`src/rtl/apb_mig_pkg.sv`:
```
// Shared types and constants for the APB to MIG native UI bridge.
// Memory side is one 128-bit UI word split into four 32-bit APB lanes.
package apb_mig_pkg;

    localparam int unsigned APB_ADDR_WIDTH = 32;
    localparam int unsigned MIG_ADDR_WIDTH = 27;
    localparam int unsigned DATA_WIDTH     = 128;
    localparam int unsigned STRB_WIDTH     = DATA_WIDTH / 8;
    localparam int unsigned APB_DATA_WIDTH = 32;
    localparam int unsigned APB_STRB_WIDTH = APB_DATA_WIDTH / 8;
    localparam int unsigned LANES          = DATA_WIDTH / APB_DATA_WIDTH;
    localparam int unsigned LANE_WIDTH     = $clog2(LANES);

    typedef logic [STRB_WIDTH-1:0]      strb_t;
    typedef logic [STRB_WIDTH-1:0][7:0] data_t;

    typedef enum logic [2:0] {
        APP_CMD_WRITE = 3'b000,
        APP_CMD_READ  = 3'b001
    } app_cmd_e;

    typedef enum logic [2:0] {
        StIdle,
        StWr,
        StRdCmd,
        StRdWait,
        StResp
    } state_e;

endpackage

```
`src/rtl/apb_mig_lane.sv`:
```
// Lane steering between a 32-bit APB word and a 128-bit MIG UI word.
//   lane_i      : 32-bit lane index inside the UI word (APB address bits [3:2])
//   wdata_i     : APB write data, replicated into every lane
//   wstrb_i     : APB byte strobes, placed into the addressed lane of the mask
//   rd_data_i   : MIG read word
//   wdf_data_o  : MIG write data
//   wdf_mask_o  : MIG write mask (1 = byte not written)
//   rd_word_o   : addressed 32-bit lane of rd_data_i
module apb_mig_lane
    import apb_mig_pkg::*;
(
    input  logic [LANE_WIDTH-1:0]     lane_i,
    input  logic [APB_DATA_WIDTH-1:0] wdata_i,
    input  logic [APB_STRB_WIDTH-1:0] wstrb_i,
    input  data_t                     rd_data_i,
    output data_t                     wdf_data_o,
    output strb_t                     wdf_mask_o,
    output logic [APB_DATA_WIDTH-1:0] rd_word_o
);

    logic [DATA_WIDTH-1:0] rd_flat;

    assign rd_flat    = rd_data_i;
    assign wdf_data_o = {LANES{wdata_i}};

    always_comb begin
        wdf_mask_o = '1;
        rd_word_o  = '0;
        for (int unsigned l = 0; l < LANES; l++) begin
            if (lane_i == LANE_WIDTH'(l)) begin
                wdf_mask_o[l*APB_STRB_WIDTH +: APB_STRB_WIDTH] = ~wstrb_i;
                rd_word_o = rd_flat[l*APB_DATA_WIDTH +: APB_DATA_WIDTH];
            end
        end
    end

endmodule

```
`src/rtl/apb_mig_bridge.sv`:
```
// APB3/APB4 slave turning single 32-bit transfers into MIG native UI commands.
// One transfer in flight; reads that time out leave a beat owed by the MIG, which
// is tracked in stale_q and discarded when it eventually shows up.
//   clk_i, rst_i        : MIG ui clock, synchronous active-high reset
//   psel_i .. pstrb_i   : APB request
//   pready_o, prdata_o,
//   pslverr_o           : APB response, only non-zero in the single response cycle
//   app_*               : MIG UI command, write-data and read-data channels
module apb_mig_bridge #(
    parameter int unsigned APB_DATA_WIDTH    = 32,
    parameter int unsigned RD_TIMEOUT_CYCLES = 1024,
    parameter int unsigned STALE_CNT_WIDTH   = 4
) (
    input  logic                                clk_i,
    input  logic                                rst_i,
    input  logic                                psel_i,
    input  logic                                penable_i,
    input  logic                                pwrite_i,
    input  logic [apb_mig_pkg::APB_ADDR_WIDTH-1:0] paddr_i,
    input  logic [APB_DATA_WIDTH-1:0]           pwdata_i,
    input  logic [APB_DATA_WIDTH/8-1:0]         pstrb_i,
    output logic                                pready_o,
    output logic [APB_DATA_WIDTH-1:0]           prdata_o,
    output logic                                pslverr_o,
    output logic [apb_mig_pkg::MIG_ADDR_WIDTH-1:0] app_addr_o,
    output logic [2:0]                          app_cmd_o,
    output logic                                app_en_o,
    input  logic                                app_rdy_i,
    output logic [apb_mig_pkg::DATA_WIDTH-1:0]  app_wdf_data_o,
    output logic [apb_mig_pkg::STRB_WIDTH-1:0]  app_wdf_mask_o,
    output logic                                app_wdf_wren_o,
    output logic                                app_wdf_end_o,
    input  logic                                app_wdf_rdy_i,
    input  logic [apb_mig_pkg::DATA_WIDTH-1:0]  app_rd_data_i,
    input  logic                                app_rd_data_valid_i
);

    import apb_mig_pkg::*;

    localparam int unsigned TmoWidth =
        (RD_TIMEOUT_CYCLES > 1) ? $clog2(RD_TIMEOUT_CYCLES) : 1;
    localparam logic [TmoWidth-1:0] TmoLast = TmoWidth'(RD_TIMEOUT_CYCLES - 1);

    state_e                      state_q;
    logic [MIG_ADDR_WIDTH-1:0]   addr_q;
    app_cmd_e                    cmd_q;
    logic                        en_q;
    logic                        wren_q;
    data_t                       wdata_q;
    strb_t                       mask_q;
    logic [LANE_WIDTH-1:0]       lane_q;
    logic                        pready_q;
    logic                        pslverr_q;
    logic [APB_DATA_WIDTH-1:0]   prdata_q;
    logic [TmoWidth-1:0]         tmo_q;
    logic [STALE_CNT_WIDTH-1:0]  stale_q;
    logic [STALE_CNT_WIDTH-1:0]  stale_d;

    logic                        setup;
    logic                        addr_err;
    logic [LANE_WIDTH-1:0]       lane_sel;
    data_t                       lane_wdata;
    strb_t                       lane_mask;
    logic [APB_DATA_WIDTH-1:0]   lane_rword;
    logic                        beat_use;
    logic                        beat_drop;
    logic                        tmo_fire;
    logic                        en_left;
    logic                        wren_left;

    assign setup    = psel_i && !penable_i;
    assign addr_err = (paddr_i[31:28] != 4'h0) || (paddr_i[1:0] != 2'b00);
    // Write steering uses the live setup address; read steering the latched lane.
    assign lane_sel = (state_q == StIdle) ? paddr_i[3:2] : lane_q;

    apb_mig_lane u_lane (
        .lane_i     (lane_sel),
        .wdata_i    (pwdata_i),
        .wstrb_i    (pstrb_i),
        .rd_data_i  (app_rd_data_i),
        .wdf_data_o (lane_wdata),
        .wdf_mask_o (lane_mask),
        .rd_word_o  (lane_rword)
    );

    // A beat is only ours once every owed beat from timed-out reads has drained.
    assign beat_use  = (state_q == StRdWait) && app_rd_data_valid_i && (stale_q == '0);
    assign beat_drop = app_rd_data_valid_i && (stale_q != '0);
    assign tmo_fire  = (state_q == StRdWait) && !beat_use && (tmo_q == TmoLast);
    assign en_left   = en_q && !app_rdy_i;
    assign wren_left = wren_q && !app_wdf_rdy_i;

    always_comb begin
        stale_d = stale_q;
        if (beat_drop && !tmo_fire) begin
            stale_d = stale_q - 1'b1;
        end else if (tmo_fire && !beat_drop && (stale_q != '1)) begin
            stale_d = stale_q + 1'b1;
        end
    end

    always_ff @(posedge clk_i) begin
        if (rst_i) begin
            state_q   <= StIdle;
            addr_q    <= '0;
            cmd_q     <= APP_CMD_WRITE;
            en_q      <= 1'b0;
            wren_q    <= 1'b0;
            wdata_q   <= '0;
            mask_q    <= '0;
            lane_q    <= '0;
            pready_q  <= 1'b0;
            pslverr_q <= 1'b0;
            prdata_q  <= '0;
            tmo_q     <= '0;
            stale_q   <= '0;
        end else begin
            stale_q <= stale_d;
            unique case (state_q)
                StIdle: begin
                    if (setup) begin
                        if (addr_err) begin
                            state_q   <= StResp;
                            pready_q  <= 1'b1;
                            pslverr_q <= 1'b1;
                            prdata_q  <= '0;
                        end else begin
                            addr_q <= {paddr_i[27:4], 3'b000};
                            lane_q <= paddr_i[3:2];
                            en_q   <= 1'b1;
                            if (pwrite_i) begin
                                state_q <= StWr;
                                cmd_q   <= APP_CMD_WRITE;
                                wren_q  <= 1'b1;
                                wdata_q <= lane_wdata;
                                mask_q  <= lane_mask;
                            end else begin
                                state_q <= StRdCmd;
                                cmd_q   <= APP_CMD_READ;
                            end
                        end
                    end
                end
                StWr: begin
                    // Command and data channels complete independently.
                    en_q   <= en_left;
                    wren_q <= wren_left;
                    if (!en_left && !wren_left) begin
                        state_q   <= StResp;
                        pready_q  <= 1'b1;
                        pslverr_q <= 1'b0;
                        prdata_q  <= '0;
                    end
                end
                StRdCmd: begin
                    if (app_rdy_i) begin
                        en_q    <= 1'b0;
                        tmo_q   <= '0;
                        state_q <= StRdWait;
                    end
                end
                StRdWait: begin
                    if (beat_use) begin
                        state_q   <= StResp;
                        pready_q  <= 1'b1;
                        pslverr_q <= 1'b0;
                        prdata_q  <= lane_rword;
                    end else if (tmo_fire) begin
                        state_q   <= StResp;
                        pready_q  <= 1'b1;
                        pslverr_q <= 1'b1;
                        prdata_q  <= '0;
                    end else begin
                        tmo_q <= tmo_q + 1'b1;
                    end
                end
                StResp: begin
                    state_q   <= StIdle;
                    pready_q  <= 1'b0;
                    pslverr_q <= 1'b0;
                    prdata_q  <= '0;
                end
                default: state_q <= StIdle;
            endcase
        end
    end

    assign pready_o       = pready_q;
    assign pslverr_o      = pslverr_q;
    assign prdata_o       = prdata_q;
    assign app_addr_o     = addr_q;
    assign app_cmd_o      = cmd_q;
    assign app_en_o       = en_q;
    assign app_wdf_data_o = wdata_q;
    assign app_wdf_mask_o = mask_q;
    assign app_wdf_wren_o = wren_q;
    assign app_wdf_end_o  = wren_q;

endmodule

```
`config.mk`:
```
export PLATFORM = sky130hd
export DESIGN_NAME = apb_mig_bridge
export DESIGN_NICKNAME = d
export VERILOG_FILES = /design/src/rtl/apb_mig_pkg.sv /design/src/rtl/apb_mig_lane.sv /design/src/rtl/apb_mig_bridge.sv
export SDC_FILE = /design/constraint.sdc
export NUM_CORES = 1
export LEC_CHECK = 0
export CAP_MARGIN = 20
export CORE_ASPECT_RATIO = 0.7
export CORE_MARGIN = 2
export CORE_UTILIZATION = 45
export CTS_BUF_LIST = sky130_fd_sc_hd__clkbuf_8
export DETAILED_ROUTE_END_ITERATION = 12
export MAX_ROUTING_LAYER = met4
export PLACE_DENSITY = 0.83
export RECOVER_POWER = 50
export SLEW_MARGIN = 20
export SYNTH_ARGS = -nofsm -noshare
export SYNTH_HDL_FRONTEND = slang
export SYNTH_HIERARCHICAL = 1
export SYNTH_SLANG_ARGS = --single-unit
```
`constraint.sdc`:
```
create_clock -name clk_i -period 2.95 [get_ports clk_i]
set_input_delay 0.4425 -clock clk_i [delete_from_list [all_inputs] [get_ports clk_i]]
set_output_delay 0.4425 -clock clk_i [all_outputs]
set_load 0.01 [all_outputs]
```
==> impl_metrics.ini <==
[timing]
tightest_slew_ps = 920
hold_viol_final = 0
max_freq_mhz = 390
clock_skew_ps = 12.7
setup_viol = 0
slew_headroom_pct = 38.7
min_period_over_period_pct = 86.8
rsz0062_at_grt = false
slew_violations = 0
timing.setup.tns_ps = 0
min_period_ps = 2560

[power]
finalPower_mw = 6.49
power_density_nw_per_um2 = 456
ir_drop_uv = 343
power.leakage_nw = 5.53

[min_path]
worstHoldPathType = primary input to flop

[floorplan]
core_area_um2 = 22400
die_area_um2 = 23900
die_h_um = 130
die_x_um = 184
initial_core_util_pct = 45.4
ios = 415
rows = 46

[synthesis]
synth_most_common_cell = nand2_1
synth.distinct_cells = 55
synth_top_cell_area_share_pct = 44.0
synth_area_leaders = dfxtp_1 44%, nand2_1 14%, a21oi_1 11%
synth.cell_area_um2 = 10200
synth_edf_count = 0
yosysTopAreaCell = dfxtp_1
syn_avg_cell_area_um2 = 8.26
synth-seq-cells = 224
synthCells = 1233
synth-main-ff-cell = dfxtp_1
synth_commonest_cells = 383 x nand2_1, 224 x dfxtp_1, 217 x a21oi_1
async_flop_share_pct = 0
yosysWarningCount = 6
ys_seq_area_share_pct = 44.0

[outcome]
status = completed

[global_routing]
antenna_found_initial = 2
grt_usage_pct = 25.2
overflow = 0
grt_pass1_vias = 8715
grt_first_pass_wirelength_um = 46300
grt_max_degree = 112

[clock_tree]
postCtsSetupBuffers = 0
ctsResizeCount = 0
cts_sinks = 224
cts_hold_buf = 0
htree_num_levels = 2
clock_path_buffers = 3
path_clk_slew_ps = 60
tritoncts = built
clkLatencyLatePin_ps = 510
cts_root_buf = clkbuf_8
cts_buffers = 36

[drt]
wl_per_cell_um = 17.3
dr.pass1.iters = 5
wl_um = 31300
ant_nets = 0
vias_per_cell = 5.15
drc = 0
vias = 9285
drt-initial-drc-count = 559

[worst_setup_path]
critPathRequiredTime_ps = 3340
critPathLaunchType = flop
cp_data_arrival_time_ps = 2950
end_kind = flop
crit_fanout = 7
critPathKind = flop to flop

[finish]
layout-drive-gt1-share_pct = 8.26
nets = 1693
area_delta_synth_final_pct = 39.7

[flow_run]
maxCapViolCount = 0

[place]
gp_congestion = 0.861
dpl.hpwl_um = 22600
place.port_buffers = 409
-- path summary, 6_finish.rpt --
path,startpoint,endpoint,slack [ps],cells after the start
min,rst_i,prdata_o[3]$_SDFFE_PP0P_,360,2
max,tmo_q[0]$_SDFFE_PP0P_,stale_q[2]$_SDFFE_PP0P_,390,10
max reg2reg,tmo_q[0]$_SDFFE_PP0P_,stale_q[2]$_SDFFE_PP0P_,390,10
min reg2reg,app_wdf_data_o[116]$_SDFFE_PP0P_,app_wdf_data_o[116]$_SDFFE_PP0P_,450,2
-- where the power goes --
group,total [mW],leakage (nW),switching (mW),internal (mW)
combinational,0.656,3.30,0.263,0.393
sequential,3.05,1.80,0.0119,3.04
clock,2.78,0.428,1.24,1.54
total,6.49,5.53,1.51,4.98
-- logic make-up after synthesis --
logic type	Yosys count	synth area share (%)
xor+xnor	3	0.258
simple gates	462	19.0
flops	224	44.0
fa+ha+maj	2	0.246
compound gates	278	14.5
other cells	1	0.0368
mux	38	7.72
buf+inv	225	14.2
-- cell type report --
| cell class | instances | area, um2 |
|---|---|---|
| inverters | 4 | 15.0 |
| multi-input cells | 788 | 4270 |
| repair buffers | 433 | 4320 |
| clock inverters | 17 | 103 |
| well taps | 288 | 360 |
| clock buffers | 48 | 661 |
| fillers | 1844 | 8230 |
| flip-flops and latches | 224 | 4480 |
| diodes | 2 | 5.00 |
-- metrics by stage --
step	hold WS, ps	util [%]	area, um2	cells	worst slack, ps
global route	354	63.3	14200	1803	257
detailed placement	443	60.1	13500	1737	229
CTS	322	63.5	14300	1802	414
finish	356	63.4	14200	1804	389
global placement	436	60.1	13500	1737	261
floorplan	434	-	10200	1237	442
-- flip-flops by register name, summed over array words and instances, names as in the netlist, 2 cells and up --
register,flops
state_q,3
app_addr_o,24
prdata_o,32
tmo_q,10
lane_q,2
app_wdf_mask_o,16
stale_q,4
app_wdf_data_o,128
-- placed cells by master (no fill, tap or decap), drive strengths merged, types with 3 or more instances in the layout --
cell             n
a21oi          217
buf             21
clkbuf          52
clkdlybuf4s50  202
clkinv           4
conb             5
dfxtp          224
dlygate4sd3    206
inv             14
mux2             4
mux4            32
nand2          384
nand2b           6
nand3            7
nand3b           8
nand4            3
nor2            17
nor2b            3
nor3             7
nor4             3
o21a             3
o21ai           40
o31ai            5
or3              6
or3b             4
or4              4
-- routing by layer --
metal | vias to the layer above | wire length, um | track usage [%]
li1 | 4496 | - | -
met3 | 56 | 2620 | 8.15
met1 | 4385 | 13600 | 32.7
met4 | 0 | 578 | 6.35
met5 | - | 0 | -
met2 | 348 | 14500 | 38.1
-- critical path, cell delays in order, from the launching register on --
cell and delay (ps):
dfxtp_1 420, ha_1 240, and3_1 230, nand4_4 170
nor2_1 180, nor2_1 70, xor2_1 150, ha_1 190
or3_1 340, a2bb2oi_1 150, mux2_2 300
Note: power is estimated with default switching activity, not from simulation.
